$ cat src/rtl/mem_arb_pkg.sv
// Shared widths and FSM state encoding for the two-requester memory arbiter.
package mem_arb_pkg;

  localparam int unsigned ADDR_W = 32;
  localparam int unsigned DATA_W = 48;
  localparam int unsigned CTRL_W = 2;
  localparam int unsigned NREQ   = 2;

  typedef enum logic [1:0] {
    IDLE,
    ISSUE,
    WAIT,
    RELEASE
  } state_t;

endpackage

$ cat src/rtl/rr_pick2.sv
// Two-way round-robin winner select: a lone requester wins, a tie goes to
// the requester that was not served last.
module rr_pick2
  import mem_arb_pkg::*;
(
  input  logic [NREQ-1:0] REQ,
  input  logic            LAST,
  output logic [NREQ-1:0] WIN
);

  always_comb begin
    WIN = '0;
    case (REQ)
      2'b01:   WIN = 2'b01;
      2'b10:   WIN = 2'b10;
      2'b11:   WIN = LAST ? 2'b01 : 2'b10;
      default: WIN = '0;
    endcase
  end

endmodule

$ cat src/rtl/mem_arbiter.sv
// Two-requester memory arbiter: grants one requester, drives the memory
// controller until handshake or timeout, then returns data/status for one cycle.
module mem_arbiter
  import mem_arb_pkg::*;
#(
  parameter int unsigned TIMEOUT = 64
) (
  input  logic                   CLK,
  input  logic                   RST_N,
  input  logic [NREQ-1:0]        REQ,
  input  logic [NREQ*CTRL_W-1:0] REQ_CTRL,
  input  logic [NREQ*ADDR_W-1:0] REQ_ADDR,
  output logic [NREQ-1:0]        GNT,
  output logic [NREQ-1:0]        DONE,
  output logic [DATA_W-1:0]      RDATA,
  output logic                   ERR,
  output logic                   BUSY,
  output logic                   MC_ENABLE,
  output logic [CTRL_W-1:0]      MC_CTRL,
  output logic [ADDR_W-1:0]      MC_ADDRESS,
  input  logic                   MC_HANDSHAKE,
  input  logic [DATA_W-1:0]      MC_READ
);

  localparam int unsigned CNT_W = $clog2(TIMEOUT) + 1;

  state_t            state, state_nxt;
  logic              last;
  logic [NREQ-1:0]   win, win_q;
  logic [CNT_W-1:0]  cnt;
  logic              timeout_hit;

  rr_pick2 u_pick (
    .REQ  (REQ),
    .LAST (last),
    .WIN  (win)
  );

  assign timeout_hit = (cnt == CNT_W'(TIMEOUT - 1));

  always_ff @(posedge CLK or negedge RST_N) begin
    if (!RST_N) state <= IDLE;
    else        state <= state_nxt;
  end

  always_comb begin
    state_nxt = state;
    GNT       = win_q;
    MC_ENABLE = 1'b0;
    BUSY      = (state != IDLE);
    case (state)
      IDLE: begin
        GNT = '0;
        if (|REQ) state_nxt = ISSUE;
      end
      ISSUE: begin
        MC_ENABLE = 1'b1;
        state_nxt = WAIT;
      end
      WAIT: begin
        MC_ENABLE = 1'b1;
        if (MC_HANDSHAKE || timeout_hit) state_nxt = RELEASE;
      end
      RELEASE: state_nxt = IDLE;
      default: state_nxt = IDLE;
    endcase
  end

  // Handshake is tested before timeout so a coincident handshake wins.
  always_ff @(posedge CLK or negedge RST_N) begin
    if (!RST_N) begin
      last       <= 1'b1;
      win_q      <= '0;
      MC_CTRL    <= '0;
      MC_ADDRESS <= '0;
      RDATA      <= '0;
      cnt        <= '0;
      DONE       <= '0;
      ERR        <= 1'b0;
    end else begin
      DONE <= '0;
      ERR  <= 1'b0;
      case (state)
        IDLE: begin
          if (|REQ) begin
            win_q      <= win;
            last       <= win[1];
            MC_CTRL    <= win[1] ? REQ_CTRL[2*CTRL_W-1:CTRL_W] : REQ_CTRL[CTRL_W-1:0];
            MC_ADDRESS <= win[1] ? REQ_ADDR[2*ADDR_W-1:ADDR_W] : REQ_ADDR[ADDR_W-1:0];
          end
        end
        ISSUE: cnt <= '0;
        WAIT: begin
          if (MC_HANDSHAKE) begin
            RDATA <= MC_READ;
            DONE  <= win_q;
          end else if (timeout_hit) begin
            RDATA <= '0;
            DONE  <= win_q;
            ERR   <= 1'b1;
          end else begin
            cnt <= cnt + CNT_W'(1);
          end
        end
        default: ;
      endcase
    end
  end

endmodule
$ cat config.mk
export PLATFORM = sky130hd
export DESIGN_NAME = mem_arbiter
export DESIGN_NICKNAME = d
export VERILOG_FILES = /design/src/rtl/mem_arb_pkg.sv /design/src/rtl/rr_pick2.sv /design/src/rtl/mem_arbiter.sv
export SDC_FILE = /design/constraint.sdc
export NUM_CORES = 1
export LEC_CHECK = 0
export ABC_CLOCK_PERIOD_IN_PS = 3100
export CAP_MARGIN = 20
export CORE_ASPECT_RATIO = 0.7
export CORE_MARGIN = 2
export CORE_UTILIZATION = 43
export CTS_CLUSTER_DIAMETER = 80
export DETAILED_ROUTE_END_ITERATION = 8
export HOLD_SLACK_MARGIN = 0.03
export PLACE_DENSITY = 0.86
export SLEW_MARGIN = 10
export SYNTH_ARGS = -nofsm -noshare
export SYNTH_HDL_FRONTEND = slang
export SYNTH_HIERARCHICAL = 1
export SYNTH_SLANG_ARGS = --single-unit
$ cat constraint.sdc
create_clock -name CLK -period 3.1 [get_ports CLK]
set_input_delay 0.62 -clock CLK [delete_from_list [all_inputs] [get_ports CLK]]
set_output_delay 0.62 -clock CLK [all_outputs]
set_load 0.05 [all_outputs]
==> results of run 1 <==
[worst max-delay path, stage by stage, from the launching register on]
cell and delay, ps:
dfrtp_1 370, inv_1 70, ha_1 290, nor2_1 140, clkdlybuf4s50_1 810
[power by group through the flow]
stage               registers (mW)  logic, mW  clock network, mW
floorplan                     3.89       1.14                  0
global placement              2.13       4.33                  0
detailed placement            2.15       4.40                  0
CTS                           2.14       4.42               1.07
global route                  2.22       4.62               1.12
finish                        2.14       4.38               1.04
[final timing paths]
kind                                start              to  slack, ps  depth (start not counted)
hold reg to reg            MC_ADDRESS[12]  MC_ADDRESS[12]        480                          2
max in group asynchronous           RST_N            last       2090                          2
setup reg to reg                 state[0]       RDATA[28]       1030                          5
hold / removal                      RST_N  MC_ADDRESS[24]        260                          1
min in group CLK           MC_ADDRESS[12]  MC_ADDRESS[12]        480                          2
setup / recovery                 state[0]          GNT[1]        460                          4
[final cells by class]
class,instances,area share
Clock inverter,6,0.00807
Tap cell,124,0.0238
Inverter,9,0.00519
Multi-Input combinational cell,205,0.226
Clock buffer,9,0.0346
Sequential cell,97,0.373
Timing Repair Buffer,215,0.330
[cells by family after synthesis]
kind of cell | Yosys count | share of synthesized area
AND/OR/NAND/NOR | 57 | 0.0611
XOR/XNOR | 1 | 0.00216
AO/OA/AOI/OAI | 107 | 0.190
adder cells (fa/ha/maj) | 4 | 0.0123
flip-flops | 97 | 0.599
multiplexers | 36 | 0.0905
buffers and inverters | 33 | 0.0441
[routing by layer]
metal / vias up / global-route usage / wire length (µm)
met5: - / 0 / 0
met4: 0 / 0.0631 / 136
met3: 11 / 0.104 / 1300
met2: 147 / 0.389 / 5460
met1: 1652 / 0.278 / 4480
li1: 1610 / - / -
[registers in the layout, summed over array words and instances (netlist names)]
name        count
cnt             7
RDATA          48
state           2
win_q           2
MC_ADDRESS     32
ERR             1
last            1
MC_CTRL         2
DONE            2
[cell usage in the layout, fill, tap and decap left out, types with 4 or more instances in the layout]
cell,instances
o21ai_0,37
a22o_1,48
dfrtp_1,96
clkdlybuf4s50_1,208
nor2_1,7
inv_1,9
mux2i_1,34
buf_4,6
a21oi_1,6
nand2_1,42
clkbuf_16,9
ha_1,4
[stage by stage]
step           instances  worst slack (ps)
2_1_floorplan        335              1160
3_3_place_gp         650               835
3_5_place_dp         650               716
4_1_cts              665               427
5_1_grt              665               388
6_report             665               460
==> run_results.csv, run 1 <==
group,metric,value,unit
route,viasPerCell,5.14,
sta,fin_skew,6.26,ps
logic_synthesis,synth_edf_count,0,
cts,clock_latency,340,ps
finish,fin_util,0.715,
placement,port_buffers,209,
sta,hold_violations,0,
cts,cts.clk_slew.worst_paths,70,ps
run,maxCapViolCount,0,
run_status,outcome,"completed",
setup_path,worstSetupEndpointType,"output pin",
sta,setup_viol,0,
route,drt_first_pass_iters,4,
power_and_ir_drop,p_sw,3.64,mW
route,routedWlPerCell,17.1,µm
placement,hpwl,8.27,mm
route,antenna_left,0,
finish,finalInstanceArea,0.00651,mm²
setup_path,crit_required,2480,ps
global_route,overflow,0,
cts,ctsHoldBuffers,0,
floorplanning,fp.dieW,120,µm
cts,cts-root-buf,"clkbuf_16",
logic_synthesis,yosysTopAreaCell,"dfrtp_1",
sta,setup_tns,0,ps
setup_path,path_max_fanout,6,
setup_path,crit_type,"flip-flop to output pin",
global_route,grt_use_total,0.234,
logic_synthesis,synthCells,335,
logic_synthesis,ys_ff_latch,97,
power_and_ir_drop,swShare,0.481,
sta,whs,265,ps
cts,cts_resized,0,
logic_synthesis,avgSynthCellArea,12.1,µm²
power_and_ir_drop,pwr-share-seq,0.283,
sta,tightestPinTransition,660,ps
power_and_ir_drop,finalPower,7.57,mW
power_and_ir_drop,leakage,2.86,nW
logic_synthesis,yosys-top-cells-area,"dfrtp_1 59%, a22o_1 10%, mux2i_1 8.4%, o21ai_0 4.6%, nand2_1 3.9%",
floorplanning,die_area,0.0102,mm²
sta,slew_violations,0,
logic_synthesis,synth_nets,460,
logic_synthesis,synthMostInstantiatedCell,"dfrtp_1",
logic_synthesis,synth_flop_cell,"dfrtp_1",
power_and_ir_drop,comb_power_share,0.579,
power_and_ir_drop,p_clk_frac,0.138,
floorplanning,start_util,0.445,
power_and_ir_drop,peakVddDrop,681,µV
cts,cts_tree,"built",
logic_synthesis,async_flop_share,1.00,
placement,postPlaceCellArea,0.00623,mm²
sta,rsz0062_at_grt,"false",
power_and_ir_drop,internal-power,3.93,mW
setup_path,worst_setup_path_start_kind,"flip-flop",
global_route,grt_pass1_vias,3595,
floorplanning,rows,29,
floorplanning,core,0.00911,mm²
finish,fillCellCount,657,
logic_synthesis,synth_cell_types,37,
logic_synthesis,ys_warn_count,6,
power_and_ir_drop,powerDensity,1160,mW/mm²
cts,clock_path_buffers,2,
sta,fmax,379,MHz
route,drc,0,
finish,multi_input_area,0.00147,mm²
finish,drive_gt1_frac,0.0610,
sta,fin_crit_sh,0.851,
logic_synthesis,synth_top_cell_area_share,0.593,
global_route,grt_first_pass_wirelength,18.4,mm
floorplanning,die_y,85.2,µm
finish,fin_nets,662,
sta,slew_headroom,0.560,
cts,cts_sinks,97,
global_route,antenna_found_initial,0,
route,via_count,3420,
worst_hold_path,hold_path.class,"input port to async pin",
global_route,grt_max_degree,71,
route,routed_wl,11.4,mm
floorplanning,ioPinCount,210,
cts,cts_buffers,9,
route,drt_iter0_drc,163,
logic_synthesis,ys_top_cells_by_count,"96 x dfrtp_1, 48 x a22o_1, 42 x nand2_1, 37 x o21ai_0, 34 x mux2i_1",
cts,cts_max_level,3,
setup_path,cp.arrival,2020,ps
finish,antenna_cells,0,
finish,seq_area,0.00243,mm²
cts,cts_setup_buffers,0,
logic_synthesis,syn_area,0.00405,mm²
placement,place_congestion,0.784,
sta,fin_crit,2640,ps
logic_synthesis,ys_seq_area_frac,0.599,
finish,syn_to_final_growth,60.7,%
Power figures use the tool's default switching activity.
==> run 2: changes to the inputs <==
--- a/config.mk
+++ b/config.mk
@@ -5,7 +5,6 @@
 export SDC_FILE = /design/constraint.sdc
 export NUM_CORES = 1
 export LEC_CHECK = 0
-export ABC_CLOCK_PERIOD_IN_PS = 3100
 export CAP_MARGIN = 20
 export CORE_ASPECT_RATIO = 0.7
 export CORE_MARGIN = 2
@@ -14,6 +13,7 @@
 export DETAILED_ROUTE_END_ITERATION = 8
 export HOLD_SLACK_MARGIN = 0.03
 export PLACE_DENSITY = 0.86
+export SETUP_SLACK_MARGIN = 0.05
 export SLEW_MARGIN = 10
 export SYNTH_ARGS = -nofsm -noshare
 export SYNTH_HDL_FRONTEND = slang
==> constraint.sdc (replaced) <==
create_clock -name CLK -period 3.1 [get_ports CLK]
set_input_delay 0.775 -clock CLK [delete_from_list [all_inputs] [get_ports CLK]]
set_output_delay 0.775 -clock CLK [all_outputs]
set_load 0.05 [all_outputs]
==> run_results.csv, run 2 (synthesized netlist as in run 1, its figures left out) <==
group,metric,value,unit
run_status,outcome,"completed",
finish,fin_nets,663,
route,antenna_left,0,
cts,cts_sinks,97,
setup_path,crit_type,"flip-flop to output pin",
cts,ctsHoldBuffers,0,
floorplanning,die_y,85.2,µm
finish,layout_commonest_cell,"clkdlybuf4s50_1",
finish,largest-register,"RDATA",
sta,rsz0062_at_grt,"false",
global_route,grtUsageMet2,0.366,
placement,hpwl,8.28,mm
placement,place_congestion,0.766,
cts,cts_tree,"built",
floorplanning,start_util,0.445,
route,drt_first_pass_iters,4,
finish,top_regs,"RDATA: 48 flops, MC_ADDRESS: 32 flops, cnt: 7 flops",
global_route,antenna_found_initial,0,
global_route,overflow,0,
power_and_ir_drop,leakage,2.89,nW
worst_hold_path,hold_path.class,"input port to async pin",
sta,fmax,354,MHz
cts,cts_setup_buffers,0,
floorplanning,ioPinCount,210,
global_route,grt_use_total,0.226,
cts,cts_max_level,3,
setup_path,rrSetupSlack,1140,ps
sta,setup_tns,0,ps
cts,cts.clk_slew.worst_paths,70,ps
sta,fin_crit,2830,ps
global_route,grt_first_pass_wirelength,18.0,mm
route,drt_iter0_drc,211,
finish,antenna_cells,0,
route,via_count,3415,
route,viasPerCell,5.12,
global_route,grt_max_degree,70,
global_route,grt_pass1_vias,3545,
run,maxCapViolCount,0,
sta,slew_violations,0,
setup_path,cp.arrival,2050,ps
sta,setup_viol,0,
power_and_ir_drop,peakVddDrop,720,µV
setup_path,crit_required,2320,ps
global_route,gr-usage-met3,0.108,
setup_path,worst_setup_path_start_kind,"flip-flop",
finish,fin_cells,667,
finish,drive_gt1_frac,0.0645,
cts,cts-root-buf,"clkbuf_16",
placement,dp_slack,550,ps
finish,largest_reg_flops,48,
power_and_ir_drop,powerDensity,1170,mW/mm²
placement,port_buffers,209,
sta,slew_headroom,0.590,
setup_path,path_max_fanout,6,
global_route,gr-usage-met1,0.276,
route,drc,0,
cts,clock_path_buffers,2,
global_route,top_usage_layer,"met2",
setup_path,timing.rr.end,"RDATA[33]",
setup_path,cpMaxStageDelayCell,"clkdlybuf4s50_1",
sta,fin_crit_sh,0.912,
finish,syn_to_final_growth,61.6,%
setup_path,rr_startpoint,"cnt[0]",
setup_path,cp_cell_sequence,"inv_1 > ha_1 > nor2_1 > clkdlybuf4s50_1",
floorplanning,die_area,0.0102,mm²
route,routedWlPerCell,17.0,µm
cts,clock_latency,340,ps
cts,cts_buffers,9,
setup_path,r2r_cells,6,
setup_path,cpPeakStageDelay,810,ps
floorplanning,rows,29,
finish,final_cell_mix,"208 x clkdlybuf4s50_1, 96 x dfrtp_1, 48 x a22o_1",
sta,fin_ws,271,ps
placement,dp.cells,651,
floorplanning,core,0.00911,mm²
sta,tightestPinTransition,615,ps
route,routed_wl,11.4,mm
sta,fin_skew,7.94,ps
setup_path,worstSetupEndpointType,"output pin",
sta,hold_violations,0,
floorplanning,fp.dieW,120,µm
cts,cts_resized,0,
==> run 2: cell count changes in the layout (fill, tap and decap cells not counted), sizes merged <==
cell / before / now
clkinv: 1 / 3
clkinvlp: 2 / 0
buf: 7 / 8
clkbuf: 9 / 10
==> run 2: per-layer routing <==
metal / vias to the layer above / part of all wire / routed length (µm)
met5: - / 0 / 0
met4: 0 / 0.014 / 160
met3: 15 / 0.12 / 1360
met2: 154 / 0.47 / 5370
met1: 1633 / 0.39 / 4470
li1: 1613 / - / -
==> run 2: worst max-delay path, delay by kind of cell (launching register included) <==
| kind | cells | cell delay (ps) |
|---|---|---|
| DFF | 1 | 380 |
| and+or+nand+nor | 1 | 140 |
| adders and majority gates | 1 | 300 |
| buffers and inverters | 2 | 900 |
==> run 2: worst max-delay path by stage <==
| stage | start | slack, ps | endpoint |
|---|---|---|---|
| global route | state[0] | 170 | GNT[0] |
| floorplan | state[0] | 1000 | GNT[0] |
| detailed placement | REQ[1] | 550 | MC_ADDRESS[7] |
| global placement | REQ[1] | 660 | MC_ADDRESS[12] |
| CTS | state[0] | 260 | GNT[0] |
| finish | state[0] | 270 | GNT[0] |
==> run 2: report_power, final <==
part	leakage [nW]	switching (mW)	internal, mW
Combinational	1.52	2.86	1.57
Clock	0.147	0.496	0.584
Sequential	1.22	0.307	1.83
==> run 2: through the flow <==
step	util	hold slack (ps)	total power, mW	cell area, µm²
after floorplan	-	445	5.03	4050
after global placement	0.687	462	6.49	6250
after detailed placement	0.687	469	6.58	6250
after CTS	0.719	457	7.70	6550
after global routing	0.719	475	8.03	6550
final	0.719	439	7.64	6550
==> run 2: layout make-up <==
type                            count  area (µm²)
Clock buffer                       10         239
Clock inverter                      6        57.6
Fill cell                         636        2560
Inverter                            9        33.8
Multi-Input combinational cell    205        1470
Sequential cell                    97        2430
Tap cell                          124         155
Timing Repair Buffer              216        2170
